[config.mk]
export PLATFORM = sky130hd
export DESIGN_NAME = chipset_ready_ctrl
export DESIGN_NICKNAME = d
export VERILOG_FILES = /design/src/rtl/chipset_ready_ctrl.sv
export SDC_FILE = /design/constraint.sdc
export NUM_CORES = 1
export LEC_CHECK = 0
export ABC_CLOCK_PERIOD_IN_PS = 3000
export CORE_MARGIN = 10
export CORE_UTILIZATION = 45
export DETAILED_ROUTE_END_ITERATION = 6
export PLACE_DENSITY = 0.7
export REMOVE_ABC_BUFFERS = 1
export SLEW_MARGIN = 20
export SYNTH_ARGS = -nofsm -noshare
export SYNTH_HDL_FRONTEND = slang
export SYNTH_SLANG_ARGS = --single-unit
[constraint.sdc]
create_clock -name clock -period 3 [get_ports clock]
set_input_delay 0.6 -clock clock [delete_from_list [all_inputs] [get_ports clock]]
set_output_delay 0.6 -clock clock [all_outputs]
set_load 0.03 [all_outputs]
[src/rtl/chipset_ready_ctrl.sv]
`default_nettype none
// ----------------------------------------------------------------------------
// chipset_ready_ctrl : ready merge, programmable wait states, stall watchdog
// Rev 1.0
// ----------------------------------------------------------------------------
module chipset_ready_ctrl #(
   parameter int NUM_READY      = 4,
   parameter int WAIT_W         = 4,
   parameter int TIMEOUT_CYCLES = 512,
   parameter int TCNT_W         = 8
) (
   input  logic                 clock,
   input  logic                 reset,
   input  logic                 io_read_n,
   input  logic                 io_write_n,
   input  logic                 memory_read_n,
   input  logic                 memory_write_n,
   input  logic                 address_enable_n,
   input  logic [NUM_READY-1:0] ready_in,
   input  logic [WAIT_W-1:0]    io_wait_states,
   input  logic [WAIT_W-1:0]    mem_wait_states,
   output logic                 processor_ready,
   output logic                 bus_timeout,
   output logic [TCNT_W-1:0]    timeout_count,
   output logic                 wait_active
);

   localparam int              TMR_W    = $clog2(TIMEOUT_CYCLES);
   localparam logic [TMR_W-1:0] TMR_LAST = TMR_W'(TIMEOUT_CYCLES - 1);

   typedef enum logic [1:0] {
      ST_IDLE  = 2'd0,
      ST_WAIT  = 2'd1,
      ST_STALL = 2'd2,
      ST_DONE  = 2'd3
   } state_t;

   state_t              state, next_state;
   logic [WAIT_W-1:0]   cnt, next_cnt;
   logic [TMR_W-1:0]    tmr, next_tmr;
   logic                timeout_hit;
   logic                cmd_active_q;

   logic                io_cmd, mem_cmd, cmd_active, all_rdy, start;
   logic [WAIT_W-1:0]   n_sel;

   assign io_cmd     = ~io_read_n | ~io_write_n;
   assign mem_cmd    = ~memory_read_n | ~memory_write_n;
   assign cmd_active = (io_cmd | mem_cmd) & ~address_enable_n;
   assign all_rdy    = &ready_in;
   assign start      = cmd_active & ~cmd_active_q;
   assign n_sel      = io_cmd ? io_wait_states : mem_wait_states;

   always_comb begin
      next_state  = state;
      next_cnt    = cnt;
      next_tmr    = tmr;
      timeout_hit = 1'b0;
      case (state)
         ST_IDLE: begin
            if (start) begin
               if (n_sel == '0) begin
                  next_state = all_rdy ? ST_DONE : ST_STALL;
                  next_tmr   = '0;
               end else begin
                  next_state = ST_WAIT;
                  next_cnt   = n_sel;
               end
            end
         end
         ST_WAIT: begin
            // ready sources only matter in the final wait cycle
            if (!cmd_active) begin
               next_state = ST_IDLE;
            end else if (cnt == WAIT_W'(1)) begin
               next_state = all_rdy ? ST_DONE : ST_STALL;
               next_tmr   = '0;
            end else begin
               next_cnt = cnt - WAIT_W'(1);
            end
         end
         ST_STALL: begin
            if (!cmd_active) begin
               next_state = ST_IDLE;
            end else if (all_rdy) begin
               next_state = ST_DONE;
            end else if (tmr == TMR_LAST) begin
               next_state  = ST_DONE;
               timeout_hit = 1'b1;
            end else begin
               next_tmr = tmr + TMR_W'(1);
            end
         end
         ST_DONE: begin
            if (!cmd_active) next_state = ST_IDLE;
         end
         default: next_state = ST_IDLE;
      endcase
   end

   always_ff @(posedge clock) begin
      if (reset) begin
         state           <= ST_IDLE;
         cnt             <= '0;
         tmr             <= '0;
         cmd_active_q    <= 1'b0;
         processor_ready <= 1'b1;
         bus_timeout     <= 1'b0;
         timeout_count   <= '0;
         wait_active     <= 1'b0;
      end else begin
         state           <= next_state;
         cnt             <= next_cnt;
         tmr             <= next_tmr;
         cmd_active_q    <= cmd_active;
         processor_ready <= (next_state == ST_IDLE) || (next_state == ST_DONE);
         wait_active     <= (next_state == ST_WAIT) || (next_state == ST_STALL);
         bus_timeout     <= timeout_hit;
         if (timeout_hit && (timeout_count != '1))
            timeout_count <= timeout_count + TCNT_W'(1);
      end
   end

endmodule
`default_nettype wire

==> parameters.txt <==
Parameter                              Value

STA
  Final worst path period need ... 2.225 ns
  Max-Slew Margin vs Limit ... 67.49%
  Final Hold Vio Count ... 0
  Unrepaired setup endpoints after global routing ... false
  Number of max-slew violations in the final report ... 0
  Final period util ... 74.18%
  Setup violation total in the final timing report ... 0
  Worst-Margin Slew ... 0.4866 ns
  Top achievable clock speed ... 449.4 MHz
  Summed negative setup slack over all endpoints ... 0 ns
  Worst-case hold slack ... 0.5248 ns
  Clk_skew ... 0.005367 ns

Route
  Starting DRT DRC Count ... 63
  Via density per instance ... 5.431
  Wirelength per Cell ... 14.04 um
  Total vias in the final route ... 1347
  Detail Route Antenna Nets ... 0
  Pre-Repair DR Iteration Count ... 5
  Final WL ... 3483 um
  Number of DRC violations after detailed routing ... 0

Floorplanning
  Total I/O pin count ... 30
  Die span in y ... 77.35 um
  DIE WIDTH ... 77.35 um
  Initial Utilization ... 47.70%
  Total core area ... 0.003103 mm^2
  Die area ... 0.005983 mm^2
  Placement Rows ... 20

GRT
  Maximum number of pins on one net before global-route repair ... 23
  First-pass GRT wire length ... 6154 um
  All-layer global routing usage ... 11.86%
  Number of antenna violations at the first check in global routing ... 0
  Vias in the first global route ... 1360
  Remaining global-route overflow ... 0

Synthesis
  Asr flop ratio synth ... 0%
  Synth top cells by count ... sky130_fd_sc_hd__dfxtp_1, sky130_fd_sc_hd__nor2_1, sky130_fd_sc_hd__nand2_1
  Yosys warning total ... 0
  Sequential cell area fraction in the yosys report ... 36.52%
  Number of standard cells after synthesis ... 173
  Number of flops mapped to enable cells by yosys ... 0
  Count of unique library cells instantiated by Yosys ... 45
  Average cell area after synthesis ... 8.556 um^2
  Register bit count reported by yosys ... 27
  Area share of the largest cell type after synthesis ... 36.52%
  Most frequent cell after synthesis ... sky130_fd_sc_hd__dfxtp_1
  Mapped cell area ... 0.001480 mm^2
  Predominant post-synthesis flop cell ... sky130_fd_sc_hd__dfxtp_1
  Ranking of synthesized cells by area ... sky130_fd_sc_hd__dfxtp_1, sky130_fd_sc_hd__nor2_1, sky130_fd_sc_hd__ha_1
  Leading area contributor after synthesis ... sky130_fd_sc_hd__dfxtp_1

Clock tree
  Cell chosen for the clock root ... sky130_fd_sc_hd__clkbuf_4
  Number of hold buffers added after CTS ... 0
  Clock-pin slew of the registers on the worst-case setup and hold paths ... 0.15 ns
  Number of clock buffers inserted by TritonCTS ... 3
  Number of buffers on the longest clock path ... 2
  Number of clock sinks ... 27
  Count of instances resized after the clock tree is built ... 0
  Post-CTS setup buffer count ... 0
  Worst-skew pair later-pin latency ... 0.32 ns
  H-tree levels ... 1
  CTS tree ... yes

Layout
  Synthesis-to-finish area growth ... 25.11%
  Count of fill cells added during filler insertion ... 312
  Share of post-route cells with drive strength above 1 ... 7.353%
  Layout Nets ... 229
  Ant. Diodes ... 0
  Sequential cell area in the final layout ... 540.5 um^2
  Area taken by multi-input logic gates ... 898.4 um^2
  Number of standard cells in the final layout excluding fillers ... 248

Placement
  PortBufs ... 29
  Routability congestion estimate from global placement ... 0.8041
  Detail Placement HPWL ... 2799 um
  Cell count after placement ... 244

Setup path
  Critical Path Start Type ... input port
  Critical path capture point type ... register
  Arrival time at the worst endpoint ... 2.45 ns
  Required time of the worst setup path ... 3.23 ns
  Maximum fanout encountered on the critical timing path ... 7
  Setup CP Type ... in -> reg

Power and ir drop
  Power density normalized to cell area ... 355.6 mW/mm^2
  Peak supply drop ... 0.2444 mV
  Leakage power total ... 0.6647 nW

Hold path
  Worst hold path type ... reg -> reg

Job
  Max-cap violations ... 0

Run status
  Status ... finished clean
## sequential cells by signal, summed over array words and instances (netlist names)
register	count
tmr	9
timeout_count	8
cnt	4
state	2
bus_timeout	1
cmd_active_q	1
processor_ready	1
wait_active	1
## final timing paths
| path | start | to | slack, ns | cells past startpoint |
|---|---|---|---|---|
| worst max-delay path | io_wait_states[1] | tmr[6] | 0.77 | 7 |
| worst min-delay path | timeout_count[6] | timeout_count[6] | 0.52 | 1 |
| worst max register to register | tmr[0] | tmr[6] | 0.88 | 9 |
| worst min register to register | timeout_count[6] | timeout_count[6] | 0.52 | 1 |
## power by group
part,internal [mW],total (mW),switching [mW]
logic,0.0573,0.119,0.0617
registers,0.369,0.377,0.00872
clock network,0.0508,0.162,0.111
total,0.477,0.659,0.182
## cells by family (layout without fill, tap and decap cells)
logic type / count (synthesis) / in the layout / synth area share (%)
fa+ha+maj: 5 / 5 / 4.227
flops: 27 / 27 / 36.52
mux: 5 / 5 / 3.804
buf+inv: 11 / 42 / 2.790
compound gates: 33 / 33 / 18.26
xor+xnor: 10 / 10 / 5.917
simple gates: 82 / 82 / 28.49
## placed cells by master, fill, tap and decap left out, types with 2 or more instances in the layout
cell type	instances
sky130_fd_sc_hd__a211oi_1	6
sky130_fd_sc_hd__a21oi_1	7
sky130_fd_sc_hd__a41o_1	2
sky130_fd_sc_hd__and2_1	2
sky130_fd_sc_hd__and3_1	3
sky130_fd_sc_hd__and4_1	4
sky130_fd_sc_hd__clkbuf_4	3
sky130_fd_sc_hd__clkdlybuf4s50_1	29
sky130_fd_sc_hd__dfxtp_1	27
sky130_fd_sc_hd__ha_1	5
sky130_fd_sc_hd__inv_1	8
sky130_fd_sc_hd__mux2i_1	3
sky130_fd_sc_hd__nand2_1	13
sky130_fd_sc_hd__nand2_2	2
sky130_fd_sc_hd__nand3_1	10
sky130_fd_sc_hd__nand4_1	7
sky130_fd_sc_hd__nor2_1	26
sky130_fd_sc_hd__nor3_1	3
sky130_fd_sc_hd__nor4_1	3
sky130_fd_sc_hd__o21ai_0	3
sky130_fd_sc_hd__o31ai_1	3
sky130_fd_sc_hd__or3_1	2
sky130_fd_sc_hd__xnor2_1	5
sky130_fd_sc_hd__xor2_1	5
## worst max-delay path, cell delays in order
cell and delay, ns:
sky130_fd_sc_hd__clkdlybuf4s50_1 0.44, sky130_fd_sc_hd__nor4_1 0.34, sky130_fd_sc_hd__mux2_4 0.26, sky130_fd_sc_hd__or2_0 0.11, sky130_fd_sc_hd__a41o_1 0.33, sky130_fd_sc_hd__nor2_1 0.07
sky130_fd_sc_hd__mux2_1 0.30
## routing by layer
metal  up-vias  global-route usage, %  wire, um
met2         9                  22.66      1917
met5         -                      0         0
li1        687                      -         -
met3         2                  1.959        64
met4         0                  2.372        13
met1       649                  13.39      1487
## area by class of cell
cell class,count,area share (%)
tap,44,2.973
clock inverter,1,0.4054
sequential,27,29.19
timing repair buffer,30,16.08
multi-input combinational,135,48.51
clock buffer,3,1.216
inverter,8,1.622
## through the flow
stage	util [%]	instance area, um^2	setup WS [ns]	total power [mW]
5_1_grt	59.68	1852	0.5727	0.6888
3_3_place_gp	58.71	1822	0.5109	0.4997
3_5_place_dp	58.71	1822	0.4421	0.5037
2_1_floorplan	-	1469	1.116	0.4496
4_1_cts	59.68	1852	0.8024	0.6638
6_report	59.68	1852	0.7747	0.6586
Power figures use the tool's default switching activity.
